$ cat src/rtl/lap_stopwatch_pkg.sv
// Shared definitions for lap_stopwatch: digit limits, segment and anode patterns,
// the packed time record and the control/digit-select enums.
package lap_stopwatch_pkg;

  localparam logic [3:0] LIM_TENTHS   = 4'd9;
  localparam logic [3:0] LIM_SEC_ONES = 4'd9;
  localparam logic [3:0] LIM_SEC_TENS = 4'd5;
  localparam logic [3:0] LIM_MIN      = 4'd9;

  // Active-low segment patterns, bit order {g,f,e,d,c,b,a}
  localparam logic [6:0] SEG_0    = 7'b1000000;
  localparam logic [6:0] SEG_1    = 7'b1111001;
  localparam logic [6:0] SEG_2    = 7'b0100100;
  localparam logic [6:0] SEG_3    = 7'b0110000;
  localparam logic [6:0] SEG_4    = 7'b0011001;
  localparam logic [6:0] SEG_5    = 7'b0010010;
  localparam logic [6:0] SEG_6    = 7'b0000010;
  localparam logic [6:0] SEG_7    = 7'b1111000;
  localparam logic [6:0] SEG_8    = 7'b0000000;
  localparam logic [6:0] SEG_9    = 7'b0010000;
  localparam logic [6:0] SEG_DASH = 7'b0111111;

  localparam logic [3:0] AN_TENTHS   = 4'b1110;
  localparam logic [3:0] AN_SEC_ONES = 4'b1101;
  localparam logic [3:0] AN_SEC_TENS = 4'b1011;
  localparam logic [3:0] AN_MIN      = 4'b0111;
  localparam logic [3:0] AN_BLANK    = 4'b1111;

  typedef struct packed {
    logic [3:0] min;
    logic [3:0] secTens;
    logic [3:0] secOnes;
    logic [3:0] tenths;
  } time_t;

  typedef enum logic [1:0] {
    ST_IDLE = 2'd0,
    ST_RUN  = 2'd1,
    ST_DONE = 2'd2
  } state_e;

  typedef enum logic [1:0] {
    SEL_TENTHS   = 2'd0,
    SEL_SEC_ONES = 2'd1,
    SEL_SEC_TENS = 2'd2,
    SEL_MIN      = 2'd3
  } digit_sel_e;

  function automatic logic [3:0] clampDigit(input logic [3:0] value, input logic [3:0] limit);
    return (value > limit) ? limit : value;
  endfunction

endpackage

$ cat src/rtl/lap_stopwatch_sseg.sv
// BCD digit to active-low 7-segment pattern; non-decimal codes show a dash.
module bcd_to_sseg
  import lap_stopwatch_pkg::*;
(
  input  logic [3:0] i_bcd,
  output logic [6:0] o_seg
);

  always_comb begin
    o_seg = SEG_DASH;
    case (i_bcd)
      4'd0:    o_seg = SEG_0;
      4'd1:    o_seg = SEG_1;
      4'd2:    o_seg = SEG_2;
      4'd3:    o_seg = SEG_3;
      4'd4:    o_seg = SEG_4;
      4'd5:    o_seg = SEG_5;
      4'd6:    o_seg = SEG_6;
      4'd7:    o_seg = SEG_7;
      4'd8:    o_seg = SEG_8;
      4'd9:    o_seg = SEG_9;
      default: o_seg = SEG_DASH;
    endcase
  end

endmodule

$ cat src/rtl/lap_stopwatch.sv
// M:SS.t stopwatch (up count or countdown from preset) with lap hold, driving a muxed
// active-low 4-digit display. Define LAP_STOPWATCH_BLINK_EN to blink the display while done.
module lap_stopwatch
  import lap_stopwatch_pkg::*;
#(
  parameter int unsigned TICK_DIV     = 5000000,
  parameter int unsigned REFRESH_BITS = 18,
  parameter int unsigned WRAP         = 1,
  parameter int unsigned BLINK_BITS   = 25
) (
  input  logic        clock,
  input  logic        reset,
  input  logic        start_stop,
  input  logic        clear,
  input  logic        lap,
  input  logic        mode_down,
  input  logic        load,
  input  logic [15:0] preset,
  output logic        a,
  output logic        b,
  output logic        c,
  output logic        d,
  output logic        e,
  output logic        f,
  output logic        g,
  output logic        dp,
  output logic [3:0]  an,
  output logic        running,
  output logic        done
);

  localparam int unsigned      PRE_W     = $clog2(TICK_DIV);
  localparam logic [PRE_W-1:0] PRE_LAST  = PRE_W'(TICK_DIV - 1);
  localparam time_t            TIME_ZERO = time_t'(16'h0000);
  localparam time_t            TIME_ONE  = time_t'(16'h0001);
  localparam time_t            TIME_MAX  = time_t'(16'h9599);

  if (TICK_DIV < 2 || TICK_DIV > 16777216 || REFRESH_BITS < 2 || BLINK_BITS < 1) begin : g_badParam
    $error("lap_stopwatch: parameter out of range");
  end

  state_e                  r_state;
  state_e                  w_stateNext;
  logic [PRE_W-1:0]        r_prescale;
  time_t                   r_digits;
  time_t                   r_snapshot;
  logic                    r_lapHold;
  logic [REFRESH_BITS-1:0] r_refresh;

  logic       w_tick;
  logic       w_satHold;
  logic       w_reachDone;
  logic       w_startBlocked;
  logic       w_blank;
  time_t      w_incDigits;
  time_t      w_decDigits;
  time_t      w_presetDigits;
  time_t      w_shown;
  digit_sel_e w_sel;
  logic [3:0] w_digit;
  logic [6:0] w_seg;

  assign w_tick         = (r_state == ST_RUN) && (r_prescale == PRE_LAST);
  assign w_satHold      = (WRAP == 0) && (r_digits == TIME_MAX);
  assign w_reachDone    = mode_down ? (r_digits == TIME_ONE) : w_satHold;
  assign w_startBlocked = mode_down && (r_digits == TIME_ZERO);

  assign w_presetDigits.min     = clampDigit(preset[15:12], LIM_MIN);
  assign w_presetDigits.secTens = clampDigit(preset[11:8],  LIM_SEC_TENS);
  assign w_presetDigits.secOnes = clampDigit(preset[7:4],   LIM_SEC_ONES);
  assign w_presetDigits.tenths  = clampDigit(preset[3:0],   LIM_TENTHS);

  // Ripple-carry increment: each digit wraps at its limit and carries into the next
  always_comb begin
    w_incDigits = r_digits;
    if (r_digits.tenths >= LIM_TENTHS) begin
      w_incDigits.tenths = 4'd0;
      if (r_digits.secOnes >= LIM_SEC_ONES) begin
        w_incDigits.secOnes = 4'd0;
        if (r_digits.secTens >= LIM_SEC_TENS) begin
          w_incDigits.secTens = 4'd0;
          w_incDigits.min     = (r_digits.min >= LIM_MIN) ? 4'd0 : r_digits.min + 4'd1;
        end else begin
          w_incDigits.secTens = r_digits.secTens + 4'd1;
        end
      end else begin
        w_incDigits.secOnes = r_digits.secOnes + 4'd1;
      end
    end else begin
      w_incDigits.tenths = r_digits.tenths + 4'd1;
    end
  end

  always_comb begin
    w_decDigits = r_digits;
    if (r_digits.tenths == 4'd0) begin
      w_decDigits.tenths = LIM_TENTHS;
      if (r_digits.secOnes == 4'd0) begin
        w_decDigits.secOnes = LIM_SEC_ONES;
        if (r_digits.secTens == 4'd0) begin
          w_decDigits.secTens = LIM_SEC_TENS;
          w_decDigits.min     = (r_digits.min == 4'd0) ? LIM_MIN : r_digits.min - 4'd1;
        end else begin
          w_decDigits.secTens = r_digits.secTens - 4'd1;
        end
      end else begin
        w_decDigits.secOnes = r_digits.secOnes - 4'd1;
      end
    end else begin
      w_decDigits.tenths = r_digits.tenths - 4'd1;
    end
  end

  always_ff @(posedge clock or posedge reset) begin
    if (reset) begin
      r_state <= ST_IDLE;
    end else begin
      r_state <= w_stateNext;
    end
  end

  // A start_stop out of DONE only acknowledges the flag; it never restarts the count
  always_comb begin
    w_stateNext = r_state;
    if (clear || load) begin
      w_stateNext = ST_IDLE;
    end else if (start_stop) begin
      case (r_state)
        ST_IDLE: w_stateNext = w_startBlocked ? ST_IDLE : ST_RUN;
        ST_RUN:  w_stateNext = ST_IDLE;
        ST_DONE: w_stateNext = ST_IDLE;
        default: w_stateNext = ST_IDLE;
      endcase
    end else if (w_tick && w_reachDone) begin
      w_stateNext = ST_DONE;
    end
  end

  always_comb begin
    running = 1'b0;
    done    = 1'b0;
    case (r_state)
      ST_RUN:  running = 1'b1;
      ST_DONE: done    = 1'b1;
      default: ;
    endcase
  end

  always_ff @(posedge clock or posedge reset) begin
    if (reset) begin
      r_prescale <= '0;
    end else if (clear || load) begin
      r_prescale <= '0;
    end else if (!start_stop && r_state == ST_RUN) begin
      r_prescale <= w_tick ? '0 : r_prescale + PRE_W'(1);
    end
  end

  always_ff @(posedge clock or posedge reset) begin
    if (reset) begin
      r_digits <= TIME_ZERO;
    end else if (clear) begin
      r_digits <= TIME_ZERO;
    end else if (load) begin
      r_digits <= w_presetDigits;
    end else if (!start_stop && w_tick) begin
      if (mode_down) begin
        r_digits <= w_decDigits;
      end else if (!w_satHold) begin
        r_digits <= w_incDigits;
      end
    end
  end

  // Snapshot uses the registered digits, so a coincident tick is not yet visible
  always_ff @(posedge clock or posedge reset) begin
    if (reset) begin
      r_lapHold  <= 1'b0;
      r_snapshot <= TIME_ZERO;
    end else if (clear) begin
      r_lapHold <= 1'b0;
    end else if (lap) begin
      r_lapHold <= !r_lapHold;
      if (!r_lapHold) begin
        r_snapshot <= r_digits;
      end
    end
  end

  always_ff @(posedge clock or posedge reset) begin
    if (reset) begin
      r_refresh <= '0;
    end else begin
      r_refresh <= r_refresh + REFRESH_BITS'(1);
    end
  end

`ifdef LAP_STOPWATCH_BLINK_EN
  logic [BLINK_BITS-1:0] r_blink;

  always_ff @(posedge clock or posedge reset) begin
    if (reset) begin
      r_blink <= '0;
    end else begin
      r_blink <= r_blink + BLINK_BITS'(1);
    end
  end

  assign w_blank = (r_state == ST_DONE) && r_blink[BLINK_BITS-1];
`else
  assign w_blank = 1'b0;
`endif

  assign w_shown = r_lapHold ? r_snapshot : r_digits;
  assign w_sel   = digit_sel_e'(r_refresh[REFRESH_BITS-1 -: 2]);

  // The decimal point sits after the seconds digit and after the minute digit
  always_comb begin
    w_digit = w_shown.tenths;
    an      = AN_TENTHS;
    dp      = 1'b1;
    case (w_sel)
      SEL_TENTHS: begin
        w_digit = w_shown.tenths;
        an      = AN_TENTHS;
        dp      = 1'b1;
      end
      SEL_SEC_ONES: begin
        w_digit = w_shown.secOnes;
        an      = AN_SEC_ONES;
        dp      = 1'b0;
      end
      SEL_SEC_TENS: begin
        w_digit = w_shown.secTens;
        an      = AN_SEC_TENS;
        dp      = 1'b1;
      end
      SEL_MIN: begin
        w_digit = w_shown.min;
        an      = AN_MIN;
        dp      = 1'b0;
      end
      default: ;
    endcase
    if (w_blank) begin
      an = AN_BLANK;
      dp = 1'b1;
    end
  end

  bcd_to_sseg u_decoder (
    .i_bcd (w_digit),
    .o_seg (w_seg)
  );

  assign {g, f, e, d, c, b, a} = w_seg;

endmodule

$ cat config.mk
export PLATFORM = sky130hd
export DESIGN_NAME = lap_stopwatch
export DESIGN_NICKNAME = d
export VERILOG_FILES = /design/src/rtl/lap_stopwatch_pkg.sv /design/src/rtl/lap_stopwatch_sseg.sv /design/src/rtl/lap_stopwatch.sv
export SDC_FILE = /design/constraint.sdc
export NUM_CORES = 1
export LEC_CHECK = 0
export CAP_MARGIN = 10
export CORE_AREA = 2 2 82 163
export CTS_CLUSTER_DIAMETER = 100
export CTS_CLUSTER_SIZE = 14
export DETAILED_ROUTE_END_ITERATION = 12
export DIE_AREA = 0 0 84 165
export GPL_TIMING_DRIVEN = 0
export PLACE_DENSITY = 0.55
export SLEW_MARGIN = 20
export SYNTH_ARGS = -nofsm -noshare
export SYNTH_HDL_FRONTEND = slang
export SYNTH_SLANG_ARGS = --single-unit
$ cat constraint.sdc
create_clock -name clock -period 3.8 [get_ports clock]
set_clock_uncertainty 0.05 [all_clocks]
set_input_delay 0.38 -clock clock [delete_from_list [all_inputs] [get_ports clock]]
set_output_delay 0.38 -clock clock [all_outputs]
set_load 0.05 [all_outputs]
==> metrics.txt <==
# setup viols final=0; CTS clk-pin slew, worst paths=0.06 ns; initial antenna violation count=0; # rows=58; dpl cell area=5560 sq um; first-pass GRT wire length=21,100 um; max-slew violations=0; status=finished clean; Filler cells=1,194; Num CTS Buffers=9; Worst Reg-to-Reg Cells=8; worst-margin pin slew=1.00 ns; Worst Path Arrival=3.16 ns; CTS Buffer Depth=2; Max-slew headroom=33.1%; die height=165 um; Critical Path RT=3.37 ns; Synth Area in Simple Gates=22.7%; largest family of logic cells by synthesized area=simple AND/OR/NAND/NOR gates; largest net degree at the start of global routing=40; P_leak=2.46 nW; ant diodes=0; CTS tree=done; RSZ-0062 raised after global routing=false; final hold vios=0; Detailed Place HPWL=9810 um; peak ir drop on the vdd network=0.000228 V; initial core utilization=39.7%; mux contribution to synthesized area=10.8%; Synth Area in Compound Gates=11.7%; syn avg cell area=9.63 sq um; Main synth FF type=dfrtp_1; Worst setup EP type=output pin; area share of fa/ha/maj cells after synthesis=4.77%; number of remaining DRC errors=0; I/O Buffers=36; share of synthesized flip-flops with an asynchronous set or reset=100%; Final nets=608; Setup crit start kind=flop; WL/cell=17.9 um; Synth-to-Final Area Change=17.1%; Worst-Skew Late Latency=0.34 ns; Synthesized Nets=560; DR vias/cell=5.65; Synth cell types=73; synth warn=0; Die X-Extent=84 um; Hold Crit Class=primary input to asynchronous set/reset pin; FF-to-FF setup slack=1.02 ns; PD cells=396 nW/um^2; GRT Total Usage=19.5%; Core Area=12,600 sq um; htree depth=3; root buffer cell=clkbuf_16; hold buffers post-CTS=0; setup TNS=0 ns; Syn Std Cell Area=4990 sq um; top post-synthesis cells by area=dfrtp_1, xnor2_1, ha_1; Pwr Total=2.31 mW; Post-synth EDFFs=0; post-synthesis cell count=518; DIE AREA=13,900 sq um; first-pass detailed-route iteration total=4; Yosys reg bits=76; vias in the first global route=4,218; Congestion Overflow GR=0; critical path class=flop to output pin; share of layout cells above drive strength 1=13.3%; RePlAce Congestion=0.887; Final Core Density=46.5%; Ports=37; leading area contributor after synthesis=dfrtp_1; max cap viols=0; First DRT Iteration DRCs=236; sequential cell area fraction in the yosys report=38.1%; crit path time final=3.59 ns; DR vias=4,076; final instance area=5840 sq um; post-CTS sizing=11; Synth Area in XOR/XNOR=6.85%; clk sinks=76; Critical Path Fanout Max=10; final WL=12,900 um; Synth top area share=38.1%; fin crit share=94.4%; post-route ant nets=0; Post-CTS Setup Bufs=0; Max Clk Rate=279 MHz
-- state kept, by name, indices dropped and copies added, names as in the netlist --
signal,count
r_lapHold,1
r_snapshot,16
r_prescale,23
r_digits,16
r_refresh,18
r_state,2
-- logic make-up (layout without fill, tap and decap cells) --
kind of cell	Yosys count	count (layout)
buf+inv	54	107
flops	76	76
compound gates	89	89
fa+ha+maj	19	19
mux	40	40
xor+xnor	39	39
simple gates	201	201
-- synthesized netlist by cell type, types with 3 or more instances --
master    number
o21ai_0       18
nand3_1       18
xor2_1        10
mux2i_1        9
ha_1          19
nand4_1        8
nor4b_1        3
mux2_2        20
a21oi_1       23
nor3_1        11
clkbuf_1      18
xnor2_1       29
buf_6          3
dfrtp_1       76
o211ai_1       4
and4_1         4
or3_1          9
a31oi_1        9
nor2_1        51
nand3b_1       7
inv_1         27
mux4_2         8
nor4_1         7
o22ai_1        3
o31ai_1        5
a311oi_1       3
nor3b_1        6
nor2b_1        7
or4_1          3
a221oi_1       3
nand2b_1       8
nand2_1       32
and3_1         7
-- report_power, final --
part / switching, mW / total, mW / internal, mW / leakage (nW)
clock: 0.376 / 0.829 / 0.453 / 0.138
combinational: 0.318 / 0.554 / 0.235 / 1.30
sequential: 0.0638 / 0.930 / 0.866 / 1.02
-- routing by layer --
metal  vias to the layer above  global-route usage (%)  part of all wire (%)
met4                         0                    8.43                   2.4
met1                      2032                    19.6                    37
met5                         -                       0                     0
met2                        74                    39.1                    58
li1                       1951                       -                     -
met3                        19                    2.65                   2.4
-- layout make-up --
cell class                      count  area (sq um)  area share (%)
Multi-Input combinational cell    388          2840            48.6
Sequential cell                    76          1900            32.6
Timing Repair Buffer               37           370            6.34
Clock buffer                        9           225            3.86
Tap cell                          150           188            3.21
Buffer                             27           155            2.66
Inverter                           27           104            1.78
Clock inverter                      7          56.3           0.964
-- placed cells by master (no fill, tap or decap), types with 8 or more instances in the layout --
| cell | count |
|---|---|
| xnor2_1 | 29 |
| dfrtp_1 | 76 |
| a31oi_1 | 9 |
| mux4_2 | 8 |
| nor2_1 | 51 |
| clkbuf_1 | 17 |
| clkdlybuf4s50_1 | 29 |
| inv_1 | 26 |
| ha_1 | 19 |
| nand2_1 | 32 |
| o21ai_0 | 18 |
| xor2_1 | 10 |
| nor3_1 | 11 |
| or3_1 | 9 |
| clkbuf_16 | 9 |
| nand2b_1 | 8 |
| nand3_1 | 18 |
| mux2i_1 | 8 |
| a21oi_1 | 23 |
| mux2_2 | 20 |
| nand4_1 | 8 |
-- worst paths after layout --
kind	start	end
min in group clock	r_refresh[15]$_DFF_PP0_	r_refresh[15]$_DFF_PP0_
setup / recovery	r_refresh[16]$_DFF_PP0_	d
hold reg to reg	r_refresh[15]$_DFF_PP0_	r_refresh[15]$_DFF_PP0_
hold / removal	reset	r_refresh[0]$_DFF_PP0_
setup reg to reg	r_digits[4]$_DFFE_PP0P_	r_digits[13]$_DFFE_PP0P_
max in group asynchronous	reset	r_prescale[11]$_DFFE_PP0P_
-- critical path, stage by stage, from the launching register on --
cell and delay [ns]:
dfrtp_1 0.32, clkbuf_1 0.33, buf_2 0.32, mux4_2 0.55
mux2i_2 0.29, ha_1 0.29, inv_1 0.07, mux2i_1 0.07
a21oi_1 0.19, clkdlybuf4s15_2 0.40
-- metrics by stage --
stage / cells / setup slack (ns) / hold slack (ns)
final: 721 / 0.212 / 0.372
after global routing: 721 / 0.0242 / 0.439
after CTS: 721 / 0.0303 / 0.396
after detailed placement: 705 / -0.200 / 0.418
after global placement: 704 / -0.125 / 0.401
after floorplan: 518 / 0.389 / 0.387
(Power assumes the default switching activity.)
